===== src/rtl/regfile_alloc_ctrl_pkg.sv =====
// Shared helpers for the register-file allocation controller.
package regfile_alloc_ctrl_pkg;

  // Ceiling log2, usable in parameter and localparam expressions.
  function automatic int clog2(input int value);
    int result;
    result = 0;
    while ((1 << result) < value) begin
      result = result + 1;
    end
    return result;
  endfunction

endpackage


===== src/rtl/regfile_alloc_ctrl_find_first_one_index.sv =====
// Priority picker: returns the one-hot of the lowest set bit of a vector.
module find_first_one_index
  import regfile_alloc_ctrl_pkg::*;
#(
  parameter int WIDTH = 4
) (
  input  logic [WIDTH-1:0] vector_in,
  output logic [WIDTH-1:0] one_hot_out
);

  // Scan from the top down so the lowest set bit is the last one written.
  always_comb begin
    one_hot_out = '0;
    for (int i = WIDTH - 1; i >= 0; i--) begin
      if (vector_in[i]) begin
        one_hot_out    = '0;
        one_hot_out[i] = 1'b1;
      end
    end
  end

endmodule


===== src/rtl/regfile_alloc_ctrl.sv =====
// Allocation / release / CAM-lookup controller sitting in front of a
// tri-port tag register file. Occupancy lives only in valid_q.
module regfile_alloc_ctrl
  import regfile_alloc_ctrl_pkg::*;
#(
  parameter int SINGLE_ENTRY_SIZE_IN_BITS = 8,
  parameter int NUMBER_ENTRY              = 4,
  localparam int COUNT_W                  = clog2(NUMBER_ENTRY) + 1
) (
  input  logic                                 clk_in,
  input  logic                                 reset_in,
  input  logic                                 alloc_valid_in,
  input  logic [SINGLE_ENTRY_SIZE_IN_BITS-1:0] alloc_tag_in,
  output logic                                 alloc_ready_out,
  output logic [NUMBER_ENTRY-1:0]              alloc_entry_decoded_out,
  input  logic                                 lookup_valid_in,
  input  logic [SINGLE_ENTRY_SIZE_IN_BITS-1:0] lookup_tag_in,
  output logic                                 lookup_done_out,
  output logic                                 lookup_hit_out,
  output logic                                 lookup_multi_hit_out,
  output logic [NUMBER_ENTRY-1:0]              lookup_entry_decoded_out,
  input  logic                                 release_en_in,
  input  logic [NUMBER_ENTRY-1:0]              release_entry_decoded_in,
  input  logic                                 flush_in,
  output logic                                 rf_write_en_out,
  output logic                                 rf_cam_en_out,
  output logic [NUMBER_ENTRY-1:0]              rf_write_entry_addr_decoded_out,
  output logic [SINGLE_ENTRY_SIZE_IN_BITS-1:0] rf_write_entry_out,
  output logic [SINGLE_ENTRY_SIZE_IN_BITS-1:0] rf_cam_entry_out,
  input  logic [NUMBER_ENTRY-1:0]              rf_cam_result_decoded_in,
  output logic [NUMBER_ENTRY-1:0]              valid_vector_out,
  output logic [COUNT_W-1:0]                   count_out,
  output logic                                 full_out,
  output logic                                 empty_out
);

  logic [NUMBER_ENTRY-1:0] valid_q, valid_d;
  logic                    lookup_pending_q, lookup_pending_d;
  logic [NUMBER_ENTRY-1:0] lookup_mask_q, lookup_mask_d;

  logic [NUMBER_ENTRY-1:0] free_one_hot;
  logic [NUMBER_ENTRY-1:0] match_vector;
  logic [NUMBER_ENTRY-1:0] match_one_hot;
  logic [COUNT_W-1:0]      valid_count;
  logic [COUNT_W-1:0]      match_count;
  logic                    alloc_fire;

  find_first_one_index #(.WIDTH(NUMBER_ENTRY)) u_free_pick (
    .vector_in   (~valid_q),
    .one_hot_out (free_one_hot)
  );

  find_first_one_index #(.WIDTH(NUMBER_ENTRY)) u_match_pick (
    .vector_in   (match_vector),
    .one_hot_out (match_one_hot)
  );

  // Population counts of occupancy and of the masked CAM result.
  always_comb begin
    valid_count = '0;
    match_count = '0;
    for (int i = 0; i < NUMBER_ENTRY; i++) begin
      valid_count = valid_count + COUNT_W'(valid_q[i]);
      match_count = match_count + COUNT_W'(match_vector[i]);
    end
  end

  // Allocation handshake and register-file write/CAM port drive.
  always_comb begin
    full_out                        = &valid_q;
    empty_out                       = ~|valid_q;
    count_out                       = valid_count;
    valid_vector_out                = valid_q;
    alloc_ready_out                 = ~full_out;
    alloc_entry_decoded_out         = alloc_ready_out ? free_one_hot : '0;
    alloc_fire                      = alloc_valid_in && alloc_ready_out && !flush_in && !reset_in;
    rf_write_en_out                 = alloc_fire;
    rf_write_entry_addr_decoded_out = alloc_fire ? alloc_entry_decoded_out : '0;
    rf_write_entry_out              = alloc_tag_in;
    rf_cam_en_out                   = lookup_valid_in && !reset_in;
    rf_cam_entry_out                = lookup_tag_in;
  end

  // Lookup result: regfile CAM output filtered by the occupancy snapshot.
  always_comb begin
    lookup_done_out          = lookup_pending_q && !reset_in;
    match_vector             = lookup_done_out ? (rf_cam_result_decoded_in & lookup_mask_q) : '0;
    lookup_hit_out           = |match_vector;
    lookup_entry_decoded_out = match_one_hot;
    lookup_multi_hit_out     = match_count > COUNT_W'(1);
  end

  // Next-state: flush wins, otherwise release and allocate both apply.
  always_comb begin
    valid_d = valid_q;
    if (release_en_in) begin
      valid_d = valid_d & ~release_entry_decoded_in;
    end
    valid_d = valid_d | rf_write_entry_addr_decoded_out;
    if (flush_in) begin
      valid_d = '0;
    end
    lookup_pending_d = lookup_valid_in;
    lookup_mask_d    = valid_q;
  end

  // State registers with synchronous reset.
  always_ff @(posedge clk_in) begin
    if (reset_in) begin
      valid_q          <= '0;
      lookup_pending_q <= 1'b0;
      lookup_mask_q    <= '0;
    end else begin
      valid_q          <= valid_d;
      lookup_pending_q <= lookup_pending_d;
      lookup_mask_q    <= lookup_mask_d;
    end
  end

endmodule


===== config.mk =====
export PLATFORM = sky130hd
export DESIGN_NAME = regfile_alloc_ctrl
export DESIGN_NICKNAME = d
export VERILOG_FILES = /design/src/rtl/regfile_alloc_ctrl_pkg.sv /design/src/rtl/regfile_alloc_ctrl_find_first_one_index.sv /design/src/rtl/regfile_alloc_ctrl.sv
export SDC_FILE = /design/constraint.sdc
export NUM_CORES = 1
export LEC_CHECK = 0
export BUFFER_PORTS_ARGS = -buffer_cell sky130_fd_sc_hd__buf_2
export CORE_ASPECT_RATIO = 0.75
export CORE_MARGIN = 1.5
export CORE_UTILIZATION = 39
export CTS_CLUSTER_SIZE = 24
export DETAILED_ROUTE_END_ITERATION = 7
export HOLD_SLACK_MARGIN = 0.06
export PLACE_DENSITY = 0.84
export REMOVE_ABC_BUFFERS = 1
export SLEW_MARGIN = 20
export SYNTH_ARGS = -nofsm -noshare
export SYNTH_HDL_FRONTEND = slang
export SYNTH_SLANG_ARGS = --single-unit

===== constraint.sdc =====
create_clock -name clk_in -period 4.63 [get_ports clk_in]
set_clock_uncertainty 0.2 [all_clocks]
set_input_delay 0.926 -clock clk_in [delete_from_list [all_inputs] [get_ports clk_in]]
set_output_delay 0.926 -clock clk_in [all_outputs]
set_load 0.02 [all_outputs]

==> After elaboration in Yosys (flattened, before gate mapping) <==
Index checks and enable logic that the tools add are counted.
{ "classes": {"addsub": 6, "n_lt_le_gt_ge": 1, "mux": 12, "bitwise": 6, "reduce_logical": 12} }
{ "ops": {"columns": ["op", "n"], "rows": [
  ["$mux W4", 12],
  ["$and A4 B4 Y4", 2],
  ["$not A4 Y4", 2],
  ["$reduce_or A4 Y1", 2],
  ["$add A2 B1 Y3", 2],
  ["$add A3 B1 Y3", 2],
  ["$logic_and A1 B1 Y1", 5],
  ["$add A1 B1 Y2", 2],
  ["$or A4 B4 Y4", 1],
  ["$reduce_and A4 Y1", 1],
  ["$gt A3 B1 Y1 const B", 1],
  ["$logic_not A1 Y1", 3],
  ["$reduce_or A2 Y1", 1],
  ["$not A1 Y1", 1]
]} }
{ "totals": {"ff_bits": 9, "in_bits": 30, "wordCells": 40} }

==> Longest topological paths before layout <==
{ "logic_depth": {"ltp_word": 8, "mapped_depth": 6, "depth_no_buf": 5} }

==> By module <==
A second synthesis with hierarchy kept.
{ "unflattened": {"hier_cells": 88, "hier_area_um2": 742.0} }
{ "modules_own_cells": {"columns": ["module", "instances", "cells_per_inst", "area_each_um2"], "rows": [
  ["regfile_alloc_ctrl", 1, 80, 664.4],
  ["find_first_one_index", 2, 4, 38.8]
]} }

==> Worst setup path after synthesis <==
No wires, ideal clock.
{ "synth_timing": {"kind": "input to output", "startpoint": "input reset_in", "endpoint": "output lookup_multi_hit_out", "arrival_time_ns": 2.537, "setup_slack_ns": 0.967, "path_stages": 6, "n_path_buf": 1, "cell_sequence": "buf_6 -> nand2b_1 -> inv_1 -> and3_1 -> fa_1 -> a41o_1"} }
{ "synth_via": {"elab_chain_len": 7} }
{ "synth_rtl": {"columns": ["element", "line_no", "text"], "rows": [
  ["from (decl)", "regfile_alloc_ctrl.sv:11", "input logic reset_in,"],
  ["$logic_not A1 Y1 *", "regfile_alloc_ctrl.sv:86", "lookup_done_out = lookup_pending_q && !reset_in;"],
  ["$logic_and A1 B1 Y1 *", "regfile_alloc_ctrl.sv:86", null],
  ["net lookup_done_out", "regfile_alloc_ctrl.sv:18", "output logic lookup_done_out,"],
  ["$mux W4 *", "regfile_alloc_ctrl.sv:87", "match_vector = lookup_done_out ? (rf_cam_result_decoded_in & lookup_mask_q) : '0;"],
  ["$add A1 B1 Y2", "regfile_alloc_ctrl.sv:64", "match_count = match_count + COUNT_W'(match_vector[i]);"],
  ["$add A2 B1 Y3", "regfile_alloc_ctrl.sv:64", null],
  ["$add A3 B1 Y3 *", "regfile_alloc_ctrl.sv:64", null],
  ["$gt A3 B1 Y1 *", "regfile_alloc_ctrl.sv:90", "lookup_multi_hit_out = match_count > COUNT_W'(1);"],
  ["to (decl)", "regfile_alloc_ctrl.sv:20", "output logic lookup_multi_hit_out,"]
]} }
Mark *: on every way through the listed nets, which the timed path passes. The rest lies on a longest branch.

==> Final worst setup path <==
{ "layout_timing": {"startpoint": "input reset_in", "endpoint": "output lookup_multi_hit_out"} }
{ "layout_via": {"elab_chain_len": 7} }
{ "layout_rtl": {"columns": ["element", "line_no"], "rows": [
  ["$logic_not A1 Y1 *", "regfile_alloc_ctrl.sv:86"],
  ["$logic_and A1 B1 Y1 *", "regfile_alloc_ctrl.sv:86"],
  ["$mux W4 *", "regfile_alloc_ctrl.sv:87"],
  ["$add A1 B1 Y2", "regfile_alloc_ctrl.sv:64"],
  ["$add A2 B1 Y3", "regfile_alloc_ctrl.sv:64"],
  ["$add A3 B1 Y3 *", "regfile_alloc_ctrl.sv:64"],
  ["$gt A3 B1 Y1 *", "regfile_alloc_ctrl.sv:90"]
]} }
Mark *: on every way between the ends. The rest lies on a longest branch, timed or not.

==> out/results.tsv <==
metric	value	unit
synth-simple-area-share	22.0	%
post_synth_inst_count	88	
hold_start	valid_vector_out[3]$_SDFF_PP0_	
yosys-mux-area-fraction	0	%
rows	13	
cts-htree-levels	1	
path_class	input pin to output port	
initial_core_util	43.7	%
worst-path-buf-inv	3	
yosys.area_share.adder	16.0	%
crit_path_frequent_cell	buf_2	
num-fill-cells	181	
r2r_setup_slack	2960	ps
cell_at_the_root_of_the_clock_tree	clkbuf_4	
max_cap_violations	0	
drt_drc_violations_left	0	
crit_required	3500	ps
synth.avg_cell_area	9.06	um2
place.detailed.hpwl	1500	um
critical_path.startpoint_type	input pin	
critical_path.cell_chain	buf_2 > nand2b_1 > inv_1 > and3_1 > fa_1 > a41o_1 > buf_2	
post_cts.resized_instances	0	
worst_skew_late_latency	260	ps
drt_pre_antenna_iters	4	
grt_pass1_wl	2940	um
p_leak	0.499	nW
final-hold-violation-count	0	
max_slew_violation_total_from_the_final_report	0	
yosys.area_share.xor_xnor	0	%
routabilityCongestion	0.884	
timing.critical_path.arrival	2540	ps
synth.yosys.seq_area_share	22.6	%
worst-slew-pin-transition	436	ps
grt_setup_unrepaired	false	
power_per_cell_area	192	nW/um2
detail_route.wl_per_cell	13.8	um
die_area	2330	um2
synth_warn	0	
share_of_the_synthesized_area_in_compound_gates_ao_oa_aoi_oai	16.2	%
cts-buffers-inserted	3	
setup-tns-final	0	ps
vdd.ir_drop.worst	143	uV
antenna_cells_inserted	0	
routed_via_density	5.17	
grt_max_degree	12	
areaGrowthSynthToFinish	12.9	%
finalCriticalPeriod	3670	ps
max_root_sink_buffers	2	
die-height	42.2	um
num_vias	693	
cts.reportedPaths.clkPinSlew	60	ps
report.power.total	173	uW
timing.fmax	272	MHz
layoutNonFillerInstCount	134	
share_of_layout_cells_above_drive_strength_1	43.8	%
port_buffers	40	
grt_overflow_total	0	
synth.distinct_cells	32	
place_inst	130	
postCtsSetupBuffers	0	
reg2regPathDepth	3	
timing.rr.start	valid_vector_out[0]$_SDFF_PP0_	
num_io_pins	73	
worstSetupStartpoint	reset_in	
clock_sink_count	9	
grt_util_all_layers	16.3	%
final_core_util	49.4	%
cts_hold_buffers	0	
chipWidth	55.2	um
r2r-end	valid_vector_out[1]$_SDFF_PP0_	
layout_commonest_cell	buf_2	
dominant_combinational_cell_family_by_area_after_synthesis	buffers and inverters	
antenna_found_initial	0	
synthTopCellsByArea	dfxtp_1 23%, buf_4 15%, ha_1 11%	
nNetsFinal	152	
hold_path_class	flop to flop	
min_to	lookup_mask_q[3]$_SDFF_PP0_	
final_antenna_net_count	0	
timing.critical_path.max_delay_family	adder cells	
vias_in_the_first_global_route	640	
final-setup-viol-count	0	
synthesis.area	797	um2
core_area	1820	um2
first_iter_violations	13	
finalWirelength	1850	um
largest_incremental_delay_on_the_critical_path	490	ps
synth_top_area_cell	dfxtp_1	
cp_slowest_cell	fa_1	
worstHoldPathCells	2	
status	finished clean	
final_cell_mix	40 x buf_2, 9 x inv_1, 9 x dfxtp_1	
maxSlewHeadroom	70.9	%
crit_path_max_fanout	10	
tritoncts_clock_tree	built	
ratio_of_final_minimum_period_to_clock_period	79.3	%
critPathCaptureType	output port	
synth_seq_cells	9	
yosysTopAreaCellShare	22.6	%
Yosys cell counts:
| cell | instances |
|---|---|
| buf_4 | 16 |
| dfxtp_1 | 9 |
| inv_1 | 9 |
| nor2_1 | 8 |
| ha_1 | 7 |
| and2b_1 | 3 |
| and3_1 | 3 |
| nand2_1 | 3 |
| buf_6 | 2 |
| fa_1 | 2 |
| nand3_1 | 2 |
| nor3_1 | 2 |
| nor3_2 | 2 |
| o32ai_4 | 2 |
| a211o_1 | 1 |
| a21bo_2 | 1 |
| a22o_1 | 1 |
| a22oi_1 | 1 |
| a311oi_1 | 1 |
| a31oi_1 | 1 |
| a41o_1 | 1 |
| and2_1 | 1 |
| buf_2 | 1 |
| clkbuf_1 | 1 |
| nand2b_1 | 1 |
| nand4b_1 | 1 |
| nor3b_1 | 1 |
| nor4b_1 | 1 |
| o21ai_0 | 1 |
| o32ai_1 | 1 |
| or2_2 | 1 |
| or3b_1 | 1 |
per-layer routing:
| layer | wire length, um | global-route usage, % | up-vias |
|---|---|---|---|
| li1 | - | - | 329 |
| met1 | 770 | 19.4 | 297 |
| met2 | 742 | 22.1 | 64 |
| met3 | 318 | 13.0 | 3 |
| met4 | 14 | 2.93 | 0 |
| met5 | 0 | 7.14 | - |
worst max-delay path by stage:
| stage | endpoint | slack, ps | depth (start not counted) |
|---|---|---|---|
| 3_3_place_gp | lookup_multi_hit_out | 1040 | 7 |
| 4_1_cts | lookup_multi_hit_out | 940 | 7 |
| 6_report | lookup_multi_hit_out | 960 | 7 |
| 5_1_grt | lookup_multi_hit_out | 810 | 7 |
| 2_1_floorplan | lookup_multi_hit_out | 1080 | 5 |
| 3_5_place_dp | lookup_multi_hit_out | 970 | 7 |
area by class of cell:
class / count / area, um2 / area share (%)
multi-input cells: 50 / 432 / 48.0
repair buffers: 40 / 200 / 22.3
flip-flops and latches: 9 / 180 / 20.0
inverters: 9 / 33.8 / 3.76
well taps: 22 / 27.5 / 3.06
clock buffers: 4 / 26.3 / 2.92
kinds of logic (layout without fill, tap and decap cells):
logic type	Yosys count	after routing
simple gates	30	30
flops	9	9
fa+ha+maj	9	9
buf+inv	29	53
compound gates	11	11
tightest hold or removal path, delay by kind of cell (launching register included):
kind                   cells  cell delay (ps)
flip-flops                 1              330
buffers and inverters      1              120
AND/OR/NAND/NOR            1               60
where the power goes:
group / switching (mW) / leakage (nW) / internal (mW)
Combinational: 0.0180 / 0.411 / 0.0130
Clock: 0.0271 / 0.0150 / 0.0332
Sequential: 0.00237 / 0.0730 / 0.0790
stage by stage:
step / hold slack (ps) / worst slack (ps) / instance area (um2)
after global placement: 354 / 1040 / 873
after CTS: 364 / 942 / 900
after global routing: 425 / 813 / 900
after detailed placement: 351 / 970 / 873
after floorplan: 387 / 1080 / 646
final: 359 / 960 / 900
state kept, by name, summed over array words and instances, names as in the netlist:
register	count
valid_vector_out	4
lookup_mask_q	4
lookup_pending_q	1
(Power assumes the default switching activity.)
